--- src/rtl/cache_bus_arbiter.sv ---
// -----------------------------------------------------------------------------
// cache_bus_arbiter
//
// Shares one Wishbone B4 classic memory port between N_MASTERS cache
// controllers. Grants are round-robin and last for a whole bus cycle: the
// owner keeps the port for as long as it holds CYC, so line fills and
// write-backs are never split. A single dead cycle separates consecutive
// owners, including back-to-back cycles by the same master.
//
// Every acknowledged write is published on the snoop outputs one cycle later
// so that peer caches can invalidate matching lines. A watchdog ends a strobe
// that has waited too long for the slave by forcing ERR to the owner.
//
// Ports
//   clk_i, rst_ni      clock, asynchronous active-low reset
//   m_cyc_i/m_stb_i/m_we_i/m_adr_i/m_dat_w_i/m_sel_i
//                      per-master Wishbone requests, master i in slice i
//   m_ack_o, m_err_o   per-master terminations (only the owner ever sees them)
//   m_dat_r_o          shared read data, valid with m_ack_o
//   s_*                Wishbone master port towards the memory slave
//   snoop_valid_o      one-cycle pulse per completed write
//   snoop_adr_o        address of that write
//   snoop_src_o        index of the master that wrote
//   owner_o            current or most recent grant
// -----------------------------------------------------------------------------
module cache_bus_arbiter #(
  parameter int unsigned N_MASTERS  = 2,
  parameter int unsigned ADDR_WIDTH = 32,
  parameter int unsigned DATA_WIDTH = 32,
  parameter int unsigned TIMEOUT    = 255,
  localparam int unsigned SelW      = DATA_WIDTH / 8,
  localparam int unsigned IdxW      = (N_MASTERS > 1) ? $clog2(N_MASTERS) : 1,
  localparam int unsigned WdogW     = $clog2(TIMEOUT + 1)
) (
  input  logic                             clk_i,
  input  logic                             rst_ni,
  // Cache-side requests
  input  logic [N_MASTERS-1:0]             m_cyc_i,
  input  logic [N_MASTERS-1:0]             m_stb_i,
  input  logic [N_MASTERS-1:0]             m_we_i,
  input  logic [N_MASTERS*ADDR_WIDTH-1:0]  m_adr_i,
  input  logic [N_MASTERS*DATA_WIDTH-1:0]  m_dat_w_i,
  input  logic [N_MASTERS*SelW-1:0]        m_sel_i,
  output logic [N_MASTERS-1:0]             m_ack_o,
  output logic [N_MASTERS-1:0]             m_err_o,
  output logic [DATA_WIDTH-1:0]            m_dat_r_o,
  // Memory-side port
  output logic                             s_cyc_o,
  output logic                             s_stb_o,
  output logic                             s_we_o,
  output logic [ADDR_WIDTH-1:0]            s_adr_o,
  output logic [DATA_WIDTH-1:0]            s_dat_w_o,
  output logic [SelW-1:0]                  s_sel_o,
  input  logic                             s_ack_i,
  input  logic                             s_err_i,
  input  logic [DATA_WIDTH-1:0]            s_dat_r_i,
  // Coherence and debug
  output logic                             snoop_valid_o,
  output logic [ADDR_WIDTH-1:0]            snoop_adr_o,
  output logic [IdxW-1:0]                  snoop_src_o,
  output logic [IdxW-1:0]                  owner_o
);

  typedef enum logic [1:0] {StIdle, StBusy, StAbort} state_e;

  state_e                state_q, state_d;
  logic [IdxW-1:0]       owner_q, owner_d;
  logic [IdxW-1:0]       ptr_q, ptr_d;
  logic [WdogW-1:0]      wdog_q, wdog_d;
  logic                  snoop_valid_q, snoop_valid_d;
  logic [ADDR_WIDTH-1:0] snoop_adr_q, snoop_adr_d;
  logic [IdxW-1:0]       snoop_src_q, snoop_src_d;

  // Owner's request signals, selected by the registered grant.
  logic                  own_cyc, own_stb, own_we;
  logic [ADDR_WIDTH-1:0] own_adr;
  logic [DATA_WIDTH-1:0] own_dat_w;
  logic [SelW-1:0]       own_sel;

  always_comb begin
    own_cyc   = 1'b0;
    own_stb   = 1'b0;
    own_we    = 1'b0;
    own_adr   = '0;
    own_dat_w = '0;
    own_sel   = '0;
    for (int i = 0; i < int'(N_MASTERS); i++) begin
      if (owner_q == IdxW'(i)) begin
        own_cyc   = m_cyc_i[i];
        own_stb   = m_stb_i[i];
        own_we    = m_we_i[i];
        own_adr   = m_adr_i[i*ADDR_WIDTH +: ADDR_WIDTH];
        own_dat_w = m_dat_w_i[i*DATA_WIDTH +: DATA_WIDTH];
        own_sel   = m_sel_i[i*SelW +: SelW];
      end
    end
  end

  // Round-robin pick: first requester at or above the pointer, otherwise the
  // lowest-numbered requester (wrap-around part of the modulo-N search).
  logic            found;
  logic [IdxW-1:0] winner;

  always_comb begin
    found  = 1'b0;
    winner = '0;
    for (int i = 0; i < int'(N_MASTERS); i++) begin
      if (!found && m_cyc_i[i] && (IdxW'(i) >= ptr_q)) begin
        found  = 1'b1;
        winner = IdxW'(i);
      end
    end
    for (int i = 0; i < int'(N_MASTERS); i++) begin
      if (!found && m_cyc_i[i]) begin
        found  = 1'b1;
        winner = IdxW'(i);
      end
    end
  end

  logic [IdxW-1:0] owner_inc;
  assign owner_inc = (owner_q == IdxW'(N_MASTERS - 1)) ? '0 : owner_q + 1'b1;

  logic stalled;
  assign stalled = own_stb && !s_ack_i && !s_err_i;

  // Next-state logic
  always_comb begin
    state_d       = state_q;
    owner_d       = owner_q;
    ptr_d         = ptr_q;
    wdog_d        = '0;
    snoop_valid_d = 1'b0;
    snoop_adr_d   = snoop_adr_q;
    snoop_src_d   = snoop_src_q;

    unique case (state_q)
      StIdle: begin
        if (found) begin
          owner_d = winner;
          state_d = StBusy;
        end
      end

      StBusy: begin
        // A write beat completes even when CYC drops in the same cycle; an
        // ACK accompanied by ERR is not a clean completion and is not snooped.
        if (s_ack_i && !s_err_i && own_we) begin
          snoop_valid_d = 1'b1;
          snoop_adr_d   = own_adr;
          snoop_src_d   = owner_q;
        end

        if (!own_cyc) begin
          ptr_d   = owner_inc;
          state_d = StIdle;
        end else if (stalled) begin
          // Leave on the cycle that would make the count reach TIMEOUT.
          if (wdog_q == WdogW'(TIMEOUT - 1)) begin
            state_d = StAbort;
          end else begin
            wdog_d = wdog_q + 1'b1;
          end
        end
      end

      StAbort: begin
        ptr_d   = owner_inc;
        state_d = StIdle;
      end

      default: state_d = StIdle;
    endcase
  end

  always_ff @(posedge clk_i or negedge rst_ni) begin
    if (!rst_ni) begin
      state_q       <= StIdle;
      owner_q       <= '0;
      ptr_q         <= '0;
      wdog_q        <= '0;
      snoop_valid_q <= 1'b0;
      snoop_adr_q   <= '0;
      snoop_src_q   <= '0;
    end else begin
      state_q       <= state_d;
      owner_q       <= owner_d;
      ptr_q         <= ptr_d;
      wdog_q        <= wdog_d;
      snoop_valid_q <= snoop_valid_d;
      snoop_adr_q   <= snoop_adr_d;
      snoop_src_q   <= snoop_src_d;
    end
  end

  // Outputs. The slave port is only driven while a grant is active, so
  // the bus is released the moment the state leaves BUSY (including reset).
  logic busy, abort;
  assign busy  = (state_q == StBusy);
  assign abort = (state_q == StAbort);

  always_comb begin
    s_cyc_o   = busy & own_cyc;
    s_stb_o   = busy & own_stb;
    s_we_o    = busy & own_we;
    s_adr_o   = busy ? own_adr   : '0;
    s_dat_w_o = busy ? own_dat_w : '0;
    s_sel_o   = busy ? own_sel   : '0;
    m_dat_r_o = busy ? s_dat_r_i : '0;
    m_ack_o   = '0;
    m_err_o   = '0;
    for (int i = 0; i < int'(N_MASTERS); i++) begin
      if (owner_q == IdxW'(i)) begin
        // Late terminations in ABORT/IDLE are never routed.
        m_ack_o[i] = busy & s_ack_i;
        m_err_o[i] = (busy & s_err_i) | abort;
      end
    end
  end

  assign snoop_valid_o = snoop_valid_q;
  assign snoop_adr_o   = snoop_adr_q;
  assign snoop_src_o   = snoop_src_q;
  assign owner_o       = owner_q;

endmodule

--- config.mk ---
export PLATFORM = sky130hd
export DESIGN_NAME = cache_bus_arbiter
export DESIGN_NICKNAME = d
export VERILOG_FILES = /design/src/rtl/cache_bus_arbiter.sv
export SDC_FILE = /design/constraint.sdc
export NUM_CORES = 1
export LEC_CHECK = 0
export CORE_AREA = 10 10 116 118
export CTS_BUF_LIST = sky130_fd_sc_hd__clkbuf_4 sky130_fd_sc_hd__clkbuf_8
export DETAILED_ROUTE_END_ITERATION = 7
export DIE_AREA = 0 0 126 128
export GPL_TIMING_DRIVEN = 0
export MAX_ROUTING_LAYER = met4
export PLACE_DENSITY = 0.76
export SETUP_SLACK_MARGIN = 0.05
export SYNTH_ARGS = -nofsm -noshare
export SYNTH_HDL_FRONTEND = slang
export SYNTH_SLANG_ARGS = --single-unit
--- constraint.sdc ---
create_clock -name clk_i -period 3.1 [get_ports clk_i]
set_input_delay 0.62 -clock clk_i [delete_from_list [all_inputs] [get_ports clk_i]]
set_output_delay 0.62 -clock clk_i [all_outputs]
set_load 0.02 [all_outputs]
== Word level (Yosys, flattened, before mapping) ==
Index checks and enable logic that the tools add are counted.
Storage, ports and cells
  register bits: 46
  latch bits: 0
  memory bits (writable): 0
  ROM bits: 0
  input port bits: 178
  output and inout bits: 142
  word-level logic and storage cells: 79
  memories: 0
Cells by class
  add/subtract/negate cells: 2
  multipliers: 0
  divide/modulo/power cells: 0
  order comparisons: 2
  eq/ne operators: 7
  shifts and indexed selects: 0
  muxes and demuxes: 35
  bitwise logic cells: 6
  reduce and logical (&&, ||, !) cells: 20
Operators with widths (count)
  32-bit two-way mux: 5
  8-bit two-way mux: 4
  1-bit two-way mux: 18
  1-bit logical AND: 9
  8-bit by 1-bit adder with 8-bit output, second input constant: 1
  8-bit == test, second input constant: 1
  2-bit two-way mux: 4
  4-bit two-way mux: 2
  2-bit AND reduction: 3
  1-bit bitwise AND: 5
  1-bit zero test: 5
  2-bit inequality test, second input constant: 2
  2-bit case mux with 2 select lines: 1
  3-bit by 2-bit inequality test with 1-bit output, second input constant: 1
  3-bit inequality test, second input constant: 1
  3-bit AND reduction: 1
  2-bit by 1-bit == test with 1-bit output, second input constant: 1
  2-bit == test, second input constant: 1
  1-bit greater-or-equal comparator, first input constant: 2
  2-bit zero test: 1
  1-bit case mux with 2 select lines: 1
  2-bit nonzero test: 1
  1-bit adder, second input constant: 1
  1-bit OR: 1

== Longest topological paths before layout ==
Gate-level depths: netlist of run 1.
  depth after elaboration: 15
  gate-level depth with buffers: 7
  depth with buffers taken out: 6

== Worst setup path before layout of run 1 ==
Ideal clock, no wire load.
  path kind: register -> output
  start: reg owner_q, in the netlist owner_o
  end: out s_dat_w_o[12]
  arrival time: 1.542 ns
  data required time: 2.480 ns
  slack: 0.938 ns
  cell stages (with the launch flop): 6
  buffers on the path: 3
  cell sequence: dfrtp_1 -> buf_4 -> buf_2 -> buf_2 -> mux2i_1 -> nor2_1
Between the ends
  longest elaborated chain between the ends: 2
RTL lines
  from (decl): line 67  | logic [IdxW-1:0] owner_q, owner_d;
  from (signal assigned): line 187  | owner_q <= owner_d;
  32-bit two-way mux: line 88  | if (owner_q == IdxW'(i)) begin
  32-bit two-way mux: line 207  | s_dat_w_o = busy ? own_dat_w : '0;
  to (decl): line 52  | output logic [DATA_WIDTH-1:0] s_dat_w_o,
No other way between the ends.

== Final worst setup path of run 1 ==
Ends and elaborated chain as after synthesis.

==> results.txt, run 1 <==
----------------------------------------------------
[STA]
  Headroom to the max-slew limit ... 0.659
  Worst-Margin Slew ... 0.512 ns
  Final number of setup-violating endpoints ... 0
  Unrepaired setup endpoints after global routing ... false
  Worst Hold Slack ... 0.218 ns
  Worst Skew ... 0.00811 ns
  Top achievable clock speed ... approximately 340 MHz
  Count of pins over their slew limit ... 0
  Final hold violation count ... 0
  Final critical-path share of the clock period ... 0.936
  Sum Neg Setup Slack ... 0 ns
  Time the final worst path needs with I/O delays and setup ... ~2.9 ns

[Logic synthesis]
  Number of warnings printed during yosys synthesis ... 0
  Synth top cells by count ... 116 x sky130_fd_sc_hd__nor2_1, 72 x sky130_fd_sc_hd__mux2i_1, 46 x sky130_fd_sc_hd__dfrtp_1
  Area share of the leading cell type in the synthesized netlist ... 0.374
  Count of state elements after synthesis ... 46
  Number of flops mapped to enable cells by yosys ... 0
  Synth Instances ... 368
  Avg Cell Area, Syn ... ~8.4 µm²
  Async set-or-reset flop fraction in the synthesized netlist ... 1.00
  Post-synthesis cell area ... between 3000 and 4000 µm²
  Portion of the post-synthesis area used by sequential elements ... 0.374
  Mapped Nets ... 548
  Most common cell in the netlist ... sky130_fd_sc_hd__nor2_1
  Cell types occupying the most area after synthesis ... sky130_fd_sc_hd__dfrtp_1 37%, sky130_fd_sc_hd__mux2i_1 23%, sky130_fd_sc_hd__nor2_1 14%, sky130_fd_sc_hd__and2_1 6.5%, sky130_fd_sc_hd__a21oi_1 5.7%
  Cell variety after synth ... 27
  Cell type with the highest aggregate area in the netlist ... sky130_fd_sc_hd__dfrtp_1
  Most used flip-flop cell after synthesis ... sky130_fd_sc_hd__dfrtp_1

[Placement]
  Port Buffer Count ... 319
  Final weighted congestion in routability-driven placement ... 0.840
  Placed Cells ... between 800 and 900
  Post-detail-place hpwl ... 14.5 mm

[Clock network]
  Clock net sink count ... 46
  Cts-stage hold buffer count ... 0
  H-tree Lvls ... 2
  Cell at the root of the clock tree ... sky130_fd_sc_hd__clkbuf_8
  Skew-Pair Late Insertion Delay ... 0.29 ns
  Post-CTS setup buffer count ... 0
  TritonCTS clock tree ... done
  Clock transition time at the flip-flop clock pins of the worst setup and hold paths ... 0.08 ns
  CTS Buf Count ... 5
  Buffers from clock root to sink, at most ... 2

[Final layout]
  Multi-input gate area ... ~1800 µm²
  Layout cell share with drive strength beyond 1 ... 0.0489
  Area delta synth->final ... 114%
  Number of antenna diodes ... 0
  Layout net count ... about 880
  Count of filler cells inserted in the layout ... 1001
  Area taken by flip-flops and latches ... roughly 1200 µm²
  Non-Filler Instances ... 839

[Drt]
  Detailed-route DRC error count ... 0
  Number of nets with antenna violations after detailed routing ... 0
  Drt initial violations ... 135
  Iteration count of the initial detailed-routing pass ... 4
  Number of vias after detailed routing ... a little under 4000
  Vias per inst ... 4.65
  Routed wire length ... ~17 mm
  DR WL/cell ... about 20 µm

[Pwr]
  Share of power burned in registers ... 0.163
  Clock Power Share ... 0.077
  Maximum resistive drop on vdd ... roughly 470 µV
  Sw Ratio ... 0.461
  Relative contribution of combinational cells to total power ... 0.760
  Net switching power of the design ... 0.00273 W
  Power Density ... ~900 nW/µm²
  Power Internal ... roughly 0.0032 W
  Pwr Total ... 0.00592 W
  LEAKAGE ... ~2.8 nW

[Setup path]
  Worst Setup Path Type ... flop to primary output
  Largest driver fanout on the critical path ... 10
  Length in cells of the worst reg-to-reg path ... 6
  Critical path endpoint category ... primary output
  Data arrival time at the worst-slack endpoint ... between 2 and 2.5 ns
  Required time of the critical path ... 2.48 ns
  Type of origin of the critical path ... flop

[Run status]
  Outcome ... completed

[Die]
  Overall die height ... roughly 130 µm
  Die width ... approximately 130 µm
  Std-Cell Rows ... 39
  Die footprint ... about 16000 µm²
  Starting density of the core ... 0.274
  Floorplan core area ... roughly 11000 µm²
  Number of top-level design ports ... 320

[Run]
  Max-cap violations ... 0

[Global route]
  Number of antenna violations at the first check in global routing ... 0
  Number of global-route vias before repair ... 4131
  Pin count of the biggest net entering global routing ... 34
  Final global-route overflow total ... 0
  Global-route wire length before repair ... 24.6 mm
  Global router's overall resource usage ... 0.197

[Worst hold path]
  Type of the most critical hold path ... primary input to async pin

----------------------------------------------------
[logic make-up (layout without fill, tap and decap cells)]
family / after synthesis / count (layout) / synth area share
buffers and inverters: 29 / 357 / 0.0427
and+or+nand+nor: 171 / 171 / 0.252
AOI/OAI and AO/OA: 41 / 41 / 0.0691
muxes: 73 / 73 / 0.238
xor gates and xnor gates: 6 / 6 / 0.0171
adders and majority gates: 2 / 2 / 0.00813
DFF: 46 / 46 / 0.374
[what timing repair did]
action | CTS | global route
pin swaps | 0 | 0
resized for setup | 7 | 5
setup endpoints to repair | 62 | 36
[placed cells by master, fill, tap and decap left out, drive strengths merged, types with 3 or more instances in the layout]
cell type	n
clkbuf	22
a21oi	35
nand3	4
xnor2	3
and2	32
mux2i	72
dfrtp	46
nand2	6
buf	14
nor2	116
clkdlybuf4s50	318
xor2	3
nor2b	3
[final cells by class]
class | instances | share of cell area
timing repair buffer | 320 | 0.486
multi-input combinational | 293 | 0.273
tap | 143 | 0.0271
buffer | 27 | 0.0212
inverter | 2 | 0.00114
sequential | 46 | 0.174
clock inverter | 1 | 0.00455
clock buffer | 7 | 0.0127
[through the flow]
stage / setup WS [ns] / utilization / area, µm²
global route: 0.0728 / 0.588 / 6600
detailed placement: 0.170 / 0.576 / 6470
finish: 0.200 / 0.588 / 6600
global placement: 0.196 / 0.575 / 6450
CTS: 0.0319 / 0.587 / 6590
floorplan: 0.938 / - / 3080
[flip-flops by register name (all words and copies together), names as in the netlist]
| register | count |
|---|---|
| ptr_q | 1 |
| owner_o | 1 |
| snoop_src_o | 1 |
| wdog_q | 8 |
| state_q | 2 |
| snoop_valid_o | 1 |
| snoop_adr_o | 32 |
[power by group through the flow]
stage / clock network (W) / logic (W) / registers (W)
floorplan: 0 / 0.00201 / 0.00124
detailed placement: 0 / 0.00453 / 0.000977
CTS: 0.000468 / 0.00456 / 0.000967
global route: 0.000498 / 0.00477 / 0.00100
finish: 0.000455 / 0.00450 / 0.000967
global placement: 0 / 0.00448 / 0.000961
[critical path, cell delays in order (launching register included)]
cell	delay, ns
sky130_fd_sc_hd__dfrtp_1	0.37
sky130_fd_sc_hd__buf_4	0.20
sky130_fd_sc_hd__buf_4	0.27
sky130_fd_sc_hd__clkbuf_4	0.30
sky130_fd_sc_hd__mux2i_1	0.22
sky130_fd_sc_hd__nor2_1	0.05
sky130_fd_sc_hd__clkdlybuf4s50_1	0.59
[layer usage]
layer,wire length (µm),share of wire,GRT usage,vias up
li1,-,-,-,1870
met1,6430,0.38,0.207,1864
met2,9250,0.55,0.372,164
met3,997,0.059,0.0500,6
met4,104,0.0062,0.0241,0
met5,0,0,-,-
[final timing paths]
kind	slack, ns	start	to
max	0.20	owner_o	s_dat_w_o[12]
max in group asynchronous	2.39	rst_ni	wdog_q[1]
min reg2reg	0.52	snoop_src_o	snoop_src_o
max reg2reg	1.20	owner_o	snoop_adr_o[23]
min in group clk_i	0.52	snoop_src_o	snoop_src_o
min	0.22	rst_ni	snoop_adr_o[25]
Note: power is estimated with default switching activity, not from simulation.
==> run 2: changes to the inputs <==
--- a/config.mk
+++ b/config.mk
@@ -7,11 +7,13 @@
 export LEC_CHECK = 0
 export CORE_AREA = 10 10 116 118
 export CTS_BUF_LIST = sky130_fd_sc_hd__clkbuf_4 sky130_fd_sc_hd__clkbuf_8
+export CTS_CLUSTER_DIAMETER = 120
+export CTS_CLUSTER_SIZE = 30
 export DETAILED_ROUTE_END_ITERATION = 7
 export DIE_AREA = 0 0 126 128
 export GPL_TIMING_DRIVEN = 0
 export MAX_ROUTING_LAYER = met4
-export PLACE_DENSITY = 0.76
+export PLACE_DENSITY = 0.78
 export SETUP_SLACK_MARGIN = 0.05
 export SYNTH_ARGS = -nofsm -noshare
 export SYNTH_HDL_FRONTEND = slang
==> run 2 against run 1 <==
  * Clock-buffer cell count down 2
  * Worst hold slack improved by 0.11 ns
  * Power down 0.48%
  * Fmax down 1.9%
  * First-iteration DRC count increased by 24%
  * Highest routed layer unchanged
==> results.txt, run 2 (synthesis gave the netlist of run 1 again) <==
----------------------------------------------------
[Run status]
  Outcome ... completed (unchanged)

[Clock network]
  Clock transition time at the flip-flop clock pins of the worst setup and hold paths ... 0.09 ns (was 0.08 ns)
  H-tree Lvls ... 2 (unchanged)
  Clock net sink count ... 46 (unchanged)
  Resized cells post-CTS ... 4 (was 7)
  Skew-Pair Late Insertion Delay ... 0.29 ns (about the same)
  Post-CTS setup buffer count ... 0 (unchanged)
  Cts-stage hold buffer count ... 0 (unchanged)
  Cell at the root of the clock tree ... sky130_fd_sc_hd__clkbuf_8 (unchanged)
  CTS Buf Count ... 5 (unchanged)
  TritonCTS clock tree ... done (unchanged)
  Buffers from clock root to sink, at most ... 2 (unchanged)

[STA]
  Headroom to the max-slew limit ... 0.588 (was 0.659)
  Worst-Margin Slew ... 0.618 ns (was 0.512 ns)
  Final hold violation count ... 0 (unchanged)
  Final number of setup-violating endpoints ... 0 (unchanged)
  Final critical-path share of the clock period ... 0.954 (was 0.936)
  Count of pins over their slew limit ... 0 (unchanged)
  Sum Neg Setup Slack ... 0 ns (unchanged)
  Unrepaired setup endpoints after global routing ... true (was false)
  Time the final worst path needs with I/O delays and setup ... 2.96 ns (was 2.90 ns)
  Top achievable clock speed ... 338 MHz (was 345 MHz)
  Setup slack after layout ... 0.143 ns (was 0.200 ns)
  Worst Hold Slack ... 0.330 ns (was 0.218 ns)
  Worst Skew ... 0.00511 ns (was 0.00811 ns)

[Global route]
  Number of global-route vias before repair ... 3968 (was 4131)
  Global-route wire length before repair ... 24.2 mm (was 24.6 mm)
  Final global-route overflow total ... 0 (unchanged)
  Global router's overall resource usage ... 0.195 (was 0.197)
  Number of antenna violations at the first check in global routing ... 0 (unchanged)
  Pin count of the biggest net entering global routing ... 25 (was 34)

[Pwr]
  Net switching power of the design ... 0.00273 W (about the same)
  Share of power burned in registers ... 0.164 (was 0.163)
  Power Internal ... 0.00316 W (was 0.00319 W)
  Relative contribution of combinational cells to total power ... 0.762 (was 0.760)
  Maximum resistive drop on vdd ... 427 µV (was 472 µV)
  Sw Ratio ... 0.463 (was 0.461)
  Power Density ... 893 nW/µm² (was 897 nW/µm²)
  LEAKAGE ... 2.80 nW (was 2.81 nW)
  Clock Power Share ... 0.074 (was 0.077)

[Drt]
  Routed wire length ... 16.8 mm (about the same)
  Number of nets with antenna violations after detailed routing ... 0 (unchanged)
  Number of vias after detailed routing ... 3845 (was 3904)
  DR WL/cell ... 20.0 µm (about the same)
  Vias per inst ... 4.58 (was 4.65)
  Iteration count of the initial detailed-routing pass ... 5 (was 4)
  Drt initial violations ... 167 (was 135)
  Detailed-route DRC error count ... 0 (unchanged)

[Die]
  Die width ... 126 µm (unchanged)
  Number of top-level design ports ... 320 (unchanged)
  Die footprint ... 16100 µm² (unchanged)
  Floorplan core area ... 11200 µm² (unchanged)
  Overall die height ... 128 µm (unchanged)
  Starting density of the core ... 0.274 (unchanged)
  Std-Cell Rows ... 39 (unchanged)

[Setup path]
  Worst Setup Path Type ... flop to primary output (unchanged)
  Largest driver fanout on the critical path ... 10 (unchanged)
  Worst-case register-to-register setup slack ... 1.22 ns (was 1.20 ns)
  Required time of the critical path ... 2.48 ns (about the same)
  End of the worst register-to-register path ... snoop_adr_o[23] (unchanged)
  Type of origin of the critical path ... flop (unchanged)
  Critical path endpoint category ... primary output (unchanged)
  Source of the worst register-to-register timing path ... owner_o (unchanged)
  Length in cells of the worst reg-to-reg path ... 6 (unchanged)
  Data arrival time at the worst-slack endpoint ... 2.34 ns (was 2.28 ns)

[Final layout]
  Number of antenna diodes ... 0 (unchanged)
  Max FFs per register ... 32 (unchanged)
  Layout cell share with drive strength beyond 1 ... 0.0445 (was 0.0489)
  Most frequent cells in the layout ... 318 x sky130_fd_sc_hd__clkdlybuf4s50_1, 116 x sky130_fd_sc_hd__nor2_1, 72 x sky130_fd_sc_hd__mux2i_1 (unchanged)
  Layout net count ... 875 (unchanged)
  Area delta synth->final ... 114% (about the same)
  Non-Filler Instances ... 839 (unchanged)
  Leading cell type in the layout, fill and taps excluded ... sky130_fd_sc_hd__clkdlybuf4s50_1 (unchanged)

[Run]
  Max-cap violations ... 0 (unchanged)

[Placement]
  Worst setup slack after placement ... 0.205 ns (was 0.170 ns)
  Placed Cells ... 831 (unchanged)
  Port Buffer Count ... 319 (unchanged)
  Post-detail-place hpwl ... 14.6 mm (was 14.5 mm)
  Final weighted congestion in routability-driven placement ... 0.903 (was 0.840)

[Worst hold path]
  Type of the most critical hold path ... primary input to async pin (unchanged)

----------------------------------------------------
run 2: cell count changes in the layout (fill, tap and decap cells not counted), sizes merged:
cell    delta
clkbuf     -3
clkinv     +2
buf        +1
run 2: worst max path at each step:
stage	from	endpoint	slack (ns)	cells after the start
3_5_place_dp	state_q[1]	s_we_o	0.20	5
4_1_cts	owner_o	s_dat_w_o[20]	0.007	6
6_report	owner_o	s_dat_w_o[23]	0.14	6
2_1_floorplan	owner_o	s_dat_w_o[12]	0.94	5
5_1_grt	state_q[1]	s_adr_o[17]	-0.002	5
3_3_place_gp	rst_ni	owner_o	0.19	1
run 2: cell type report:
type / count / area, µm²
plain buffers: 27 / 136
clock buffers: 5 / 68.8
clock inverters: 3 / 40.0
fillers: 1027 / 4630
inverters: 2 / 7.51
multi-input cells: 293 / 1800
flip-flops and latches: 46 / 1150
well taps: 143 / 179
repair buffers: 320 / 3220
run 2: worst max-delay path, stage by stage (launching register included):
cell and delay [ns]:
sky130_fd_sc_hd__dfrtp_1 0.36, sky130_fd_sc_hd__buf_4 0.19, sky130_fd_sc_hd__clkbuf_4 0.30, sky130_fd_sc_hd__buf_4 0.26
sky130_fd_sc_hd__mux2i_1 0.31, sky130_fd_sc_hd__nor2_1 0.07, sky130_fd_sc_hd__clkdlybuf4s50_1 0.56
run 2: power by group through the flow:
| stage | logic, W | registers (W) | clock network, W |
|---|---|---|---|
| 2_1_floorplan | 0.00201 | 0.00124 | 0 |
| 3_3_place_gp | 0.00446 | 0.000961 | 0 |
| 3_5_place_dp | 0.00451 | 0.000980 | 0 |
| 4_1_cts | 0.00454 | 0.000967 | 0.000456 |
| 5_1_grt | 0.00474 | 0.000992 | 0.000481 |
| 6_report | 0.00449 | 0.000965 | 0.000438 |
run 2: routing by layer:
layer	vias to the layer above	routed length, µm	GRT usage
li1	1876	-	-
met4	0	108	0.0288
met5	-	0	-
met3	7	1150	0.0467
met1	1787	6410	0.205
met2	175	9150	0.369
run 2: through the flow:
step | util | instance area, µm² | power [W]
floorplan | - | 3080 | 0.00326
global placement | 0.575 | 6450 | 0.00543
detailed placement | 0.577 | 6470 | 0.00549
CTS | 0.587 | 6590 | 0.00596
global route | 0.588 | 6600 | 0.00621
finish | 0.588 | 6600 | 0.00589
==> run 3: changes to the inputs <==
--- a/config.mk
+++ b/config.mk
@@ -5,15 +5,16 @@
 export SDC_FILE = /design/constraint.sdc
 export NUM_CORES = 1
 export LEC_CHECK = 0
-export CORE_AREA = 10 10 116 118
+export CORE_ASPECT_RATIO = 0.75
+export CORE_MARGIN = 10
+export CORE_UTILIZATION = 30
 export CTS_BUF_LIST = sky130_fd_sc_hd__clkbuf_4 sky130_fd_sc_hd__clkbuf_8
 export CTS_CLUSTER_DIAMETER = 120
 export CTS_CLUSTER_SIZE = 30
 export DETAILED_ROUTE_END_ITERATION = 7
-export DIE_AREA = 0 0 126 128
 export GPL_TIMING_DRIVEN = 0
 export MAX_ROUTING_LAYER = met4
-export PLACE_DENSITY = 0.78
+export PLACE_DENSITY = 0.84
 export SETUP_SLACK_MARGIN = 0.05
 export SYNTH_ARGS = -nofsm -noshare
 export SYNTH_HDL_FRONTEND = slang
==> run 3 against run 2 <==
  * Die area shrank 8.5%
  * Global-route usage rose by 2.0 points
  * Critical endpoint is now s_adr_o[1]
  * Critical path depth fell by 1
  * Utilization up 8.0 points
==> results.txt, run 3 (synthesis gave the netlist of run 1 again) <==
----------------------------------------------------
[Global route]
  Final global-route overflow total ... 0 (unchanged)
  Global router's overall resource usage ... 0.215 (was 0.195)
  Number of antenna violations at the first check in global routing ... 0 (unchanged)
  Global-route wire length before repair ... 24.1 mm (was 24.2 mm)
  Number of global-route vias before repair ... 4120 (was 3968)
  Pin count of the biggest net entering global routing ... 27 (was 25)

[Final layout]
  Final non-filler cell area ... 6580 µm² (was 6600 µm²)
  Max FFs per register ... 32 (unchanged)
  Most frequent cells in the layout ... 318 x sky130_fd_sc_hd__clkdlybuf4s50_1, 116 x sky130_fd_sc_hd__nor2_1, 72 x sky130_fd_sc_hd__mux2i_1 (unchanged)
  Number of antenna diodes ... 0 (unchanged)
  Layout net count ... 875 (unchanged)
  Leading cell type in the layout, fill and taps excluded ... sky130_fd_sc_hd__clkdlybuf4s50_1 (unchanged)
  Layout cell share with drive strength beyond 1 ... 0.0475 (was 0.0445)
  Area delta synth->final ... 114% (about the same)
  Non-Filler Instances ... 827 (was 839)

[Clock network]
  TritonCTS clock tree ... done (unchanged)
  Skew-Pair Late Insertion Delay ... 0.29 ns (about the same)
  CTS Buf Count ... 5 (unchanged)
  Cell at the root of the clock tree ... sky130_fd_sc_hd__clkbuf_8 (unchanged)
  H-tree Lvls ... 2 (unchanged)
  Clock net sink count ... 46 (unchanged)
  Clock transition time at the flip-flop clock pins of the worst setup and hold paths ... 0.09 ns (about the same)
  Post-CTS setup buffer count ... 0 (unchanged)
  Buffers from clock root to sink, at most ... 2 (unchanged)

[Worst hold path]
  Type of the most critical hold path ... primary input to async pin (unchanged)

[Drt]
  Routed wire length ... 16.8 mm (about the same)
  Number of vias after detailed routing ... 3900 (was 3845)
  Drt initial violations ... 171 (was 167)
  Number of nets with antenna violations after detailed routing ... 0 (unchanged)
  Detailed-route DRC error count ... 0 (unchanged)
  DR WL/cell ... 20.4 µm (was 20.0 µm)
  Iteration count of the initial detailed-routing pass ... 4 (was 5)
  Vias per inst ... 4.72 (was 4.58)

[STA]
  Worst Hold Slack ... 0.290 ns (was 0.330 ns)
  Top achievable clock speed ... 344 MHz (was 338 MHz)
  Final number of setup-violating endpoints ... 0 (unchanged)
  Worst-Margin Slew ... 0.556 ns (was 0.618 ns)
  Final hold violation count ... 0 (unchanged)
  Sum Neg Setup Slack ... 0 ns (unchanged)
  Headroom to the max-slew limit ... 0.630 (was 0.588)
  Unrepaired setup endpoints after global routing ... false (was true)
  Final critical-path share of the clock period ... 0.937 (was 0.954)
  Time the final worst path needs with I/O delays and setup ... 2.91 ns (was 2.96 ns)
  Worst Skew ... 0.0104 ns (was 0.00511 ns)
  Setup slack after layout ... 0.194 ns (was 0.143 ns)
  Count of pins over their slew limit ... 0 (unchanged)

[Die]
  Die width ... 137 µm (was 126 µm)
  Die footprint ... 14800 µm² (was 16100 µm²)
  Starting density of the core ... 0.313 (was 0.274)
  Number of top-level design ports ... 320 (unchanged)
  Floorplan core area ... 9850 µm² (was 11200 µm²)
  Overall die height ... 108 µm (was 128 µm)
  Std-Cell Rows ... 31 (was 39)

[Pwr]
  Power Density ... 899 nW/µm² (was 893 nW/µm²)
  LEAKAGE ... 2.81 nW (was 2.80 nW)
  Maximum resistive drop on vdd ... 375 µV (was 427 µV)

[Setup path]
  Worst-case register-to-register setup slack ... 1.29 ns (was 1.22 ns)
  Type of origin of the critical path ... flop (unchanged)
  Worst path slowest cell ... sky130_fd_sc_hd__clkdlybuf4s50_1 (unchanged)
  Worst Setup Path Type ... flop to primary output (unchanged)
  Length in cells of the worst reg-to-reg path ... 6 (unchanged)
  Source of the worst register-to-register timing path ... owner_o (unchanged)
  Critical path endpoint category ... primary output (unchanged)
  End of the worst register-to-register path ... snoop_adr_o[29] (was snoop_adr_o[23])
  Data arrival time at the worst-slack endpoint ... 2.29 ns (was 2.34 ns)
  Largest driver fanout on the critical path ... 10 (unchanged)
  Largest stage delay on the critical path ... 0.66 ns (was 0.56 ns)
  Most frequent cell on the critical path ... sky130_fd_sc_hd__clkbuf_2 (was sky130_fd_sc_hd__buf_4)
  Required time of the critical path ... 2.48 ns (about the same)
  Cells along the critical path ... nand2b_1 > clkbuf_2 > clkbuf_2 > nor2_1 > clkdlybuf4s50_1 (was buf_4 > clkbuf_4 > buf_4 > mux2i_1 > nor2_1 > clkdlybuf4s50_1)

[Run]
  Max-cap violations ... 0 (unchanged)

[Placement]
  Post-detail-place hpwl ... 14.6 mm (about the same)
  Placed Cells ... 820 (was 831)
  Final weighted congestion in routability-driven placement ... 0.870 (was 0.903)
  Port Buffer Count ... 319 (unchanged)
  Cell Area, Placed ... 6450 µm² (was 6470 µm²)
  Worst setup slack after placement ... 0.156 ns (was 0.205 ns)

[Run status]
  Outcome ... completed (unchanged)

----------------------------------------------------
==> run 3: metal layers <==
metal | wire [µm] | track usage | vias up
met4 | 174 | 0.0293 | 0
met3 | 1290 | 0.0527 | 12
li1 | - | - | 1874
met5 | 0 | - | -
met1 | 6300 | 0.228 | 1840
met2 | 9060 | 0.405 | 174
==> run 3: critical path, delay by kind of cell (launching register included) <==
kind	cells	cell delay (ns)
DFF	1	0.47
buffers and inverters	3	1.16
and+or+nand+nor	2	0.37
==> run 3: repair_timing <==
action                                 in CTS  in global routing
setup endpoints to repair                  44                 16
endpoints found under the hold margin       0                  0
hold buffers                                0                  0
pin swaps                                   0                  0
cloned                                      0                  0
gates resized for setup                     7                  7
==> run 3: worst max path at each step <==
stage	startpoint	endpoint	slack, ns	depth (start not counted)
2_1_floorplan	owner_o	s_dat_w_o[12]	0.94	5
3_3_place_gp	rst_ni	snoop_adr_o[31]	0.15	1
3_5_place_dp	state_q[1]	s_adr_o[1]	0.16	5
4_1_cts	owner_o	s_adr_o[26]	0.11	5
5_1_grt	owner_o	s_sel_o[2]	0.06	5
6_report	state_q[1]	s_adr_o[1]	0.19	5
==> run 3: metrics by stage <==
stage,utilization,total power [W]
after floorplan,-,0.00326
after global placement,0.653,0.00539
after detailed placement,0.655,0.00549
after CTS,0.668,0.00597
after global routing,0.668,0.00625
final,0.668,0.00592
==> run 3: cell type report <==
type | count | area (µm²)
buffer | 27 | 140
inverter | 2 | 7.51
sequential | 46 | 1150
fill | 826 | 3270
clock buffer | 6 | 82.6
clock inverter | 1 | 30.0
multi-input combinational | 293 | 1800
timing repair buffer | 320 | 3210
tap | 132 | 165
==> run 3: power by group <==
part | switching, W | leakage (nW) | internal, W
clock | 0.000199 | 0.0573 | 0.000258
combinational | 0.00240 | 2.21 | 0.00210
sequential | 0.000130 | 0.540 | 0.000834
